File: config.mk
export PLATFORM = sky130hd
export DESIGN_NAME = ring_buffer_drain
export DESIGN_NICKNAME = d
export VERILOG_FILES = /design/src/rtl/ring_pkg.sv /design/src/rtl/rr_pick.sv /design/src/rtl/ring_buffer_drain.sv
export SDC_FILE = /design/constraint.sdc
export NUM_CORES = 1
export LEC_CHECK = 0
export ABC_AREA = 1
export ABC_CLOCK_PERIOD_IN_PS = 4900
export CAP_MARGIN = 20
export CORE_MARGIN = 2
export CORE_UTILIZATION = 35
export DETAILED_ROUTE_END_ITERATION = 6
export PLACE_DENSITY = 0.77
export SYNTH_ARGS = -nofsm -noshare
export SYNTH_HDL_FRONTEND = slang
export SYNTH_SLANG_ARGS = --single-unit
File: constraint.sdc
create_clock -name clk -period 4.9 [get_ports clk]
set_clock_uncertainty 0.1 [all_clocks]
set_input_delay 0.98 -clock clk [delete_from_list [all_inputs] [get_ports clk]]
set_output_delay 0.98 -clock clk [all_outputs]
set_load 0.02 [all_outputs]
File: src/rtl/ring_pkg.sv
// Shared definitions for the router slot buffer: slot geometry, packet type and
// the output-register state encoding used by the drain.
package ring_pkg;

    localparam int BUFFER_SIZE = 4;
    localparam int PACKET_SIZE = 49;
    localparam int PTR_LEN     = 2;
    localparam int VALID_BIT   = PACKET_SIZE - 1;

    typedef logic [PACKET_SIZE-1:0] packet_t;

    typedef enum logic {
        OUT_EMPTY = 1'b0,
        OUT_HOLD  = 1'b1
    } out_state_t;

endpackage

File: src/rtl/rr_pick.sv
// Round-robin picker: first set bit of mask at or after start, wrapping around.
// Works on a doubled copy of the mask so the wrap needs no second search.
module rr_pick
    import ring_pkg::*;
(
    input  logic [BUFFER_SIZE-1:0] mask,
    input  logic [PTR_LEN-1:0]     start,
    output logic [PTR_LEN-1:0]     sel,
    output logic                   found
);

    logic [2*BUFFER_SIZE-1:0] dbl;
    logic [BUFFER_SIZE-1:0]   rot;
    logic [PTR_LEN-1:0]       ofs;

    always_comb begin
        dbl   = {mask, mask} >> start;
        rot   = dbl[BUFFER_SIZE-1:0];
        ofs   = '0;
        found = 1'b0;
        // Descending scan so the lowest offset from start wins.
        for (int i = BUFFER_SIZE - 1; i >= 0; i--) begin
            if (rot[i]) begin
                ofs   = PTR_LEN'(i);
                found = 1'b1;
            end
        end
        sel = start + ofs;
    end

endmodule

File: src/rtl/ring_buffer_drain.sv
// Reader side of the router slot buffer: picks occupied slots round-robin, registers
// the packet onto a valid/ready channel and tells the owner which slot to free.
module ring_buffer_drain
    import ring_pkg::*;
(
    input  logic                   clk,
    input  logic                   rst_n,
    input  packet_t                buffer [BUFFER_SIZE],
    output packet_t                out_packet,
    output logic                   out_valid,
    input  logic                   out_ready,
    output logic                   clear_en,
    output logic [PTR_LEN-1:0]     clear_pos,
    output logic [PTR_LEN:0]       occupancy
);

    out_state_t             state, state_nxt;
    logic [PTR_LEN-1:0]     rr_ptr;
    logic [BUFFER_SIZE-1:0] occ_mask;
    logic [PTR_LEN-1:0]     sel;
    logic                   found;
    logic                   take;

    always_comb begin
        for (int i = 0; i < BUFFER_SIZE; i++) begin
            occ_mask[i] = buffer[i][VALID_BIT];
        end
    end

    always_comb begin
        occupancy = '0;
        for (int i = 0; i < BUFFER_SIZE; i++) begin
            occupancy = occupancy + {{PTR_LEN{1'b0}}, occ_mask[i]};
        end
    end

    rr_pick u_pick (
        .mask  (occ_mask),
        .start (rr_ptr),
        .sel   (sel),
        .found (found)
    );

    assign out_valid = (state == OUT_HOLD);
    // out_ready feeds straight into take so a held packet can be replaced in one cycle.
    assign take      = rst_n && found && (!out_valid || out_ready);
    assign clear_en  = take;
    assign clear_pos = rst_n ? sel : '0;

    always_comb begin
        state_nxt = state;
        if (take) begin
            state_nxt = OUT_HOLD;
        end else if (state == OUT_HOLD && out_ready) begin
            state_nxt = OUT_EMPTY;
        end
    end

    always_ff @(posedge clk) begin
        if (!rst_n) begin
            state      <= OUT_EMPTY;
            out_packet <= '0;
            rr_ptr     <= '0;
        end else begin
            state <= state_nxt;
            if (take) begin
                out_packet <= buffer[sel];
                rr_ptr     <= sel + PTR_LEN'(1);
            end
        end
    end

endmodule

======== Word-level counts from Yosys, hierarchy flattened ========
Index checks and enable logic that the tools add are counted.
cells by class
  bitwise operators ....................... 1
  shifts and indexed selects .............. 1
  muxes and demuxes ....................... 14
  add/subtract/negate cells ............... 5
  reductions and logical operators ........ 6
  magnitude comparators ................... 1
operators by type and width
  cell                   count
  $bmux W49 S2           1
  $mux W49               2
  $mux W2                5
  $shr A8 B2 Y4          1
  $mux W1                6
  $add A2 B1 Y3          1
  $add A3 B1 Y3          1
  $ge A3 B3 Y1 const B   1
  $logic_and A1 B1 Y1    3
  $not A2 Y3             1
  $add A1 B1 Y2          1
  $add A2 B1 Y2 const B  1
  $add A2 B2 Y2          1
  $reduce_bool A2 Y1     1
  $logic_not A1 Y1       1
  $logic_or A1 B1 Y1     1
word-level totals
  input bits .............................. 199
  output and inout bits ................... 56
  register bits ........................... 52

======== Logic depth before layout (Yosys ltp) ========
Gate-level depths: netlist of run 1.
  word-level depth ........................ 10
  gate-level depth with buffers ........... 16
  depth with buffers taken out ............ 14

======== Hierarchy ========
A second synthesis of run 1 with hierarchy kept.
second synthesis, totals
  cell total of the unflattened synthesis .. 604
  area total of the unflattened synthesis .. 3,534.6 µm²
by module, submodules not included
  module             area an instance (µm²)  cells an instance  times used
  ring_buffer_drain  3,369.5                 569                1
  rr_pick            165.2                   35                 1

======== Least setup slack after synthesis of run 1 ========
Ideal clock, no wire load.
  path type ............................... in2out
  from .................................... input buffer[146] (netlist name)
  to ...................................... output clear_pos[1]
  slack ................................... 1.226 ns
  arrival time ............................ 2.594 ns
  path buffers ............................ 2
  cell stages on the path ................. 11
  path through ............................ nand2_1 nand3_1 nand2_1 nand3_1 a21boi_0 ha_1 xnor2_1 nand3_4 buf_6 buf_2 a21oi_1
between the ends
  word-level cells in the longest chain between the ends .. 7
RTL lines
  what                  RTL line                 RTL
  start: declaration    ring_buffer_drain.sv:8   input packet_t buffer [BUFFER_SIZE],
  $shr A8 B2 Y4 *       rr_pick.sv:17            dbl = {mask, mask} >> start;
  $mux W2 (3 in a row)  rr_pick.sv:23            if (rot[i]) begin
  $mux W2 *             rr_pick.sv:23
  $add A2 B2 Y2 *       rr_pick.sv:28            sel = start + ofs;
  $mux W2 *             ring_buffer_drain.sv:48  assign clear_pos = rst_n ? sel : '0;
  end: declaration      ring_buffer_drain.sv:13  output logic [PTR_LEN-1:0] clear_pos,
Mark *: on every way between the ends. The rest lies on a longest branch, timed or not.

======== Worst setup path in the final report of run 1 ========
Same ends and word-level chain as after synthesis.

==> results of run 1 <==
[critical path, delay by kind of cell]
family          cells  cell delay [ns]
simple gates        5             0.51
fa+ha+maj           1             0.18
xor+xnor            1             0.18
buf+inv             2             1.10
compound gates      2             0.44
[registers in the layout (all words and copies together) (netlist names)]
signal / cells
out_packet: 49
out_valid: 1
rr_ptr: 2
[worst max-delay path by stage]
stage	startpoint	endpoint
CTS	buffer[146]	clear_pos[1]
detailed placement	buffer[146]	clear_pos[1]
finish	buffer[146]	clear_pos[1]
global placement	buffer[146]	clear_pos[1]
floorplan	buffer[146]	clear_pos[1]
global route	buffer[146]	clear_pos[1]
[cell type report]
cell class,instances,area share
timing repair buffer,262,0.393
multi-input combinational,501,0.393
sequential,52,0.157
tap,140,0.0265
clock buffer,6,0.0210
inverter,14,0.00795
clock inverter,2,0.00151
[routing by layer]
metal  vias up  GRT usage
met4         0     0.0804
met1      2177      0.223
met5         -          0
li1       2466          -
met2       204      0.408
met3        20     0.0506
[cell families after synthesis]
family                   after synthesis  share of synthesized area
adder cells (fa/ha/maj)                4                     0.0146
XOR/XNOR                               1                    0.00222
buffers and inverters                 65                     0.0809
multiplexers                          60                      0.152
flip-flops                            52                      0.264
AO/OA/AOI/OAI                         81                      0.116
AND/OR/NAND/NOR                      355                      0.370
[power groups by stage]
stage	Combinational, mW	Clock (mW)	Sequential (mW)
2_1_floorplan	1.90	0	0.994
3_3_place_gp	3.01	0	0.749
3_5_place_dp	3.06	0	0.764
4_1_cts	3.07	0.364	0.757
5_1_grt	3.34	0.380	0.782
6_report	3.03	0.347	0.756
[layout by cell type (no fill, tap or decap)]
| master | Yosys | layout |
|---|---|---|
| a21boi_0 | 1 | 1 |
| a21oi_1 | 66 | 66 |
| a21oi_2 | 10 | 10 |
| buf_2 | 18 | 1 |
| buf_4 | 2 | 8 |
| clkbuf_16 | 0 | 5 |
| clkbuf_8 | 0 | 1 |
| clkdlybuf4s50_1 | 0 | 253 |
| clkinv_2 | 0 | 2 |
| dfxtp_1 | 52 | 52 |
| fa_1 | 1 | 1 |
| ha_1 | 3 | 2 |
| ha_4 | 0 | 1 |
| inv_1 | 11 | 11 |
| inv_2 | 3 | 3 |
| mux2i_1 | 60 | 60 |
| nand2_1 | 188 | 188 |
| nand2_2 | 3 | 3 |
| nand3_1 | 85 | 85 |
| nand3_4 | 1 | 1 |
| nor2_1 | 78 | 78 |
| o21ai_0 | 3 | 3 |
| o21ai_4 | 1 | 1 |
| xnor2_1 | 1 | 1 |
==> out/qor.tcl, run 1 <==
set qor(placed_cells) 969
set qor(first_global_vias) 4428
set qor(asyncSetResetFlopFracSynth) 0
set qor(ff2ff_setup_slack_ns) 1.35
set qor(crit_type) {in2out}
set qor(p_clk_frac) 0.084
set qor(ratio_of_cells_with_drive_above_1_in_the_final_layout) 0.0430
set qor(route.met2.wl_mm) 7.13
set qor(period_minus_slack_ns) 4.47
set qor(start_util) 0.361
set qor(boundaryPins) 255
set qor(highest_fanout_seen_on_the_critical_path) 4
set qor(post_route_worst_hold_slack_ns) 0.375
set qor(worstPathCellList) {clkdlybuf4s50_1 -> nand2_1 -> nand3_1 -> nand2_1 -> nand3_1 -> a21boi_0 -> ha_4 -> xnor2_1 -> nand3_4 -> a21oi_1 -> clkdlybuf4s50_1}
set qor(p_sw_mw) 2.00
set qor(netlist_top_cells_area) {dfxtp_1, nand2_1, mux2i_1}
set qor(post_cts.resized_instances) 0
set qor(wire_per_inst_microns) 14.1
set qor(cts_hold_buf) 0
set qor(postCtsSetupBuffers) 0
set qor(netlist.top_cell.by_area) {dfxtp_1}
set qor(yosysMostFrequentCell) {nand2_1}
set qor(drt_first_pass_iters) 4
set qor(final_max_slew_viol_count) 0
set qor(wl_met1_mm) 4.97
set qor(netlist.area_leader.share) 0.264
set qor(crit-reg2reg-launch) {rr_ptr[0]}
set qor(hold_class) {reg2reg}
set qor(worst_setup_slack_after_layout_ns) 0.433
set qor(synthesis.yosys.warnings) 0
set qor(syn-cell-area_sq_um) 3940
set qor(hold-path-cell-count) 2
set qor(worst-slew-pin-transition_ns) 1.02
set qor(die_h_microns) 110
set qor(p_per_area_nw_per_um2) 625
set qor(power.static_leakage_nw) 2.97
set qor(post_synth_most_frequent_cells) {nand2_1, nand3_1, nor2_1, a21oi_1, mux2i_1}
set qor(number_of_flops_mapped_to_enable_cells_by_yosys) 0
set qor(avgSynthCellArea_sq_um) 6.38
set qor(number_of_distinct_standard_cells_referenced_by_the_synthesized_netlist) 22
set qor(required_ns) 3.82
set qor(wl_met3_mm) 1.38
set qor(ys_dominant_reg_cell) {dfxtp_1}
set qor(sequential_to_total_area_share_from_yosys_stat) 0.264
set qor(cell_internal_pwr_mw) 2.13
set qor(maxCapViolCount) 0
set qor(power_switching_share) 0.485
set qor(worst_hold_start) {out_packet[22]}
set qor(postSynthCellCount) 618
set qor(drt-vias-per-instance) 4.98
set qor(layout_worst_path_cycle_share) 0.912
set qor(clk_transition_reported_paths_ns) 0.07
set qor(first_pass_grt_wire_length_mm) 20.5
set qor(unrepaired_setup_endpoints_after_global_routing) {no}
set qor(die-width_microns) 110
set qor(area.sequential_sq_um) 1040
set qor(layout-area-overhead-vs-synth_pct) 67.6
set qor(route.final.wire_length_mm) 13.7
set qor(cp.arrival_ns) 3.39
set qor(grt_max_degree) 89
set qor(antenna_violating_nets_post_route) 0
set qor(tritoncts_num_sinks) 52
set qor(report.power.total_mw) 4.13
set qor(final-instance-count-excl-fill) 977
set qor(clock_tree.htree_level_count) 2
set qor(hold_end) {out_packet[22]}
set qor(placementRows) 38
set qor(hold_violations) 0
set qor(setup.worst_path.start_class) {input pin}
set qor(max_clock_freq_mhz) 224
set qor(gp_congestion) 0.809
set qor(area_of_the_multi_input_gates_sq_um) 2600
set qor(maxUsedRoutingLayer) {met4}
set qor(finished_layout_cell_area_sq_um) 6610
set qor(fillerInstances) 1034
set qor(cts_made_buffers) 5
set qor(worst_vdd_rail_ir_drop_v) 0.000428
set qor(place_ws_ns) 0.452
set qor(overflow) 0
set qor(r2r-end) {out_packet[16]}
set qor(route.detailed.drc) 0
set qor(clock_insertion_delay_worst_skew_ns) 0.28
set qor(detailed_place.area_sq_um) 6460
set qor(share_seq_of_total_power) 0.183
set qor(hpwl_mm) 10.5
set qor(cts.path.max_buffers) 2
set qor(grt_use_total) 0.213
set qor(r2r_cells) 13
set qor(antenna-diode-count) 0
set qor(pwr-share-comb) 0.733
set qor(setup_tns_ns) 0
set qor(critical_path.endpoint_type) {output port}
set qor(vias_post_dr) 4867
set qor(final_core_utilization) 0.605
set qor(place.port_buffers) 254
set qor(clock-root-buffer) {clkbuf_16}
set qor(finish.net_count) 1039
set qor(initial_antenna_violation_count) 0
set qor(critical-path-slowest-cell) {clkdlybuf4s50_1}
set qor(cts_tree) {yes}
set qor(synth.ff_latch_count) 52
set qor(design.die.area_sq_um) 12100
set qor(max_slew_margin) 0.320
set qor(fp.coreArea_sq_um) 10900
set qor(drt_iter0_markers) 199
set qor(critical_path.max_stage_delay_ns) 0.63
set qor(status) {finished clean}
set qor(finalSetupViolations) 0
set qor(syn-num-nets) 821
Note: power is estimated with default switching activity, not from simulation.
==> run 2, diff against run 1 <==
--- a/config.mk
+++ b/config.mk
@@ -8,9 +8,9 @@
 export ABC_AREA = 1
 export ABC_CLOCK_PERIOD_IN_PS = 4900
 export CAP_MARGIN = 20
-export CORE_MARGIN = 2
 export CORE_UTILIZATION = 35
 export DETAILED_ROUTE_END_ITERATION = 6
+export GPL_TIMING_DRIVEN = 0
 export PLACE_DENSITY = 0.77
 export SYNTH_ARGS = -nofsm -noshare
 export SYNTH_HDL_FRONTEND = slang
==> run 2 against run 1 <==
Against the previous run: non-clock buffer count increased by 41; first-iteration DRC count increased by 42%; largest power group unchanged; critical endpoint unchanged; sequential cell count unchanged; final cell count increased by 4.2%; power increased by 4.1%; sequential share of layout area decreased by 0.34 points; hold slack improved by 0.012 ns; via count increased by 5.9%; wire length increased by 9.9%; combinational power increased by 8.3%; core utilization increased by 1.6 points.
==> out/qor.tcl, run 2 (synthesis results as in run 1) <==
set qor(clock-root-buffer) {clkbuf_8}
set qor(design.die.area_sq_um) 11700
set qor(met3_usage) 0.0639
set qor(cts_tree) {yes}
set qor(tritoncts_num_sinks) 52
set qor(finish.net_count) 1080
set qor(drt-vias-per-instance) 5.06
set qor(boundaryPins) 255
set qor(hpwl_mm) 12.0
set qor(layout-area-overhead-vs-synth_pct) 71.3
set qor(grtUsageMet2) 0.455
set qor(crit-reg2reg-launch) {rr_ptr[1]}
set qor(initial_antenna_violation_count) 0
set qor(report.power.total_mw) 4.30
set qor(required_ns) 3.82
set qor(cts.path.max_buffers) 2
set qor(drt_iter0_markers) 283
set qor(final_core_utilization) 0.620
set qor(highest_fanout_seen_on_the_critical_path) 10
set qor(layout_worst_path_cycle_share) 0.914
set qor(die_h_microns) 108
set qor(crit_type) {in2out}
set qor(power.static_leakage_nw) 3.05
set qor(clk_transition_reported_paths_ns) 0.11
set qor(antenna_violating_nets_post_route) 0
set qor(vias_post_dr) 5153
set qor(registers.top_by_ff_count) {out_packet}
set qor(placementRows) 38
set qor(worst-slew-pin-transition_ns) 0.829
set qor(worst_hold_start) {out_packet[18]}
set qor(grt_max_degree) 20
set qor(place.port_buffers) 253
set qor(fp.coreArea_sq_um) 10900
set qor(max_slew_margin) 0.448
set qor(period_minus_slack_ns) 4.48
set qor(route.final.wire_length_mm) 15.1
set qor(unrepaired_setup_endpoints_after_global_routing) {no}
set qor(first_pass_grt_wire_length_mm) 22.7
set qor(top_usage_layer) {met2}
set qor(worst_setup_slack_after_layout_ns) 0.424
set qor(die-width_microns) 108
set qor(antenna-diode-count) 0
set qor(start_util) 0.362
set qor(final_max_slew_viol_count) 0
set qor(route.detailed.drc) 0
set qor(max_clock_freq_mhz) 223
set qor(clock_tree.htree_level_count) 2
set qor(worst_vdd_rail_ir_drop_v) 0.000291
set qor(timing.critical_path.from) {buffer[146]}
set qor(wire_per_inst_microns) 14.8
set qor(fillerInstances) 1026
set qor(ratio_of_cells_with_drive_above_1_in_the_final_layout) 0.0604
set qor(gp_congestion) 0.863
set qor(grt_use_total) 0.247
set qor(critical_path.endpoint_type) {output port}
set qor(cp.arrival_ns) 3.40
set qor(status) {finished clean}
set qor(clock_insertion_delay_worst_skew_ns) 0.32
set qor(hold_violations) 0
set qor(global_route.usage.met1) 0.269
set qor(postCtsSetupBuffers) 0
set qor(overflow) 0
set qor(hold_class) {reg2reg}
set qor(cts_made_buffers) 5
set qor(commonest_non_fill_non_tap_cell_in_the_layout) {clkdlybuf4s50_1}
set qor(post_route_worst_hold_slack_ns) 0.387
set qor(setup.worst_path.start_class) {input pin}
set qor(p_per_area_nw_per_um2) 637
set qor(finalSetupViolations) 0
set qor(maxCapViolCount) 0
set qor(largest_reg_flops) 49
set qor(first_global_vias) 4863
set qor(layout_common_cells) {clkdlybuf4s50_1, nand2_1, nand3_1}
set qor(drt_first_pass_iters) 5
set qor(place_ws_ns) -0.0418
==> run 2: cell types whose count changed in the layout (fill, tap and decap cells not counted), sizes merged <==
cell and delta:
clkinvlp +2, buf +21, clkdlybuf4s50 -1, clkbuf +20
dlymetal6s2s +1, clkinv -2
==> run 2: critical path: stages <==
cell and delay (ns):
clkdlybuf4s50_1 0.48, nand2_1 0.12, nand3_1 0.08, nand2_1 0.11
nand3_1 0.09, a21boi_0 0.19, ha_1 0.23, xnor2_2 0.15
nand3_4 0.17, buf_6 0.19, buf_2 0.19, a21oi_1 0.15
dlymetal6s2s_1 0.25
==> run 2: path summary, 6_finish.rpt <==
path / depth (start not counted) / slack (ns) / to
max: 13 / 0.42 / clear_pos[1]
min: 2 / 0.39 / out_packet[18]
max reg2reg: 13 / 1.87 / out_packet[14]
min reg2reg: 2 / 0.39 / out_packet[18]
==> run 2: final cells by class <==
class | instances | area, sq um | area share
multi-input combinational | 501 | 2590 | 0.384
sequential | 52 | 1040 | 0.154
clock inverter | 2 | 15.0 | 0.00222
clock buffer | 6 | 82.6 | 0.0122
inverter | 14 | 52.6 | 0.00778
timing repair buffer | 253 | 2530 | 0.375
buffer | 50 | 263 | 0.0389
tap | 140 | 175 | 0.0259
==> run 2: stage by stage <==
step / std cells / setup TNS [ns] / instance area [sq um]
floorplan: 618 / 0 / 3940
global placement: 1011 / 0 / 6650
detailed placement: 1011 / -0.0668 / 6650
CTS: 1018 / 0 / 6750
global route: 1018 / 0 / 6760
finish: 1018 / 0 / 6760
==> run 2: layer usage <==
metal  up-vias  wire, microns
li1       2554              -
met1      2322           5740
met2       253           7470
met3        24           1600
met4         0            294
met5         -              0
==> run 2: power breakdown <==
part	internal, mW	switching (mW)	total [mW]
clock network	0.115	0.155	0.270
registers	0.637	0.118	0.755
logic	1.37	1.91	3.28
total	2.12	2.18	4.30
==> run 2: what timing repair did <==
| item | CTS | global route |
|---|---|---|
| pin swaps | 0 | 0 |
| hold buffers | 0 | 0 |
| gates resized for setup | 1 | 1 |
| setup endpoints to repair | 2 | 1 |
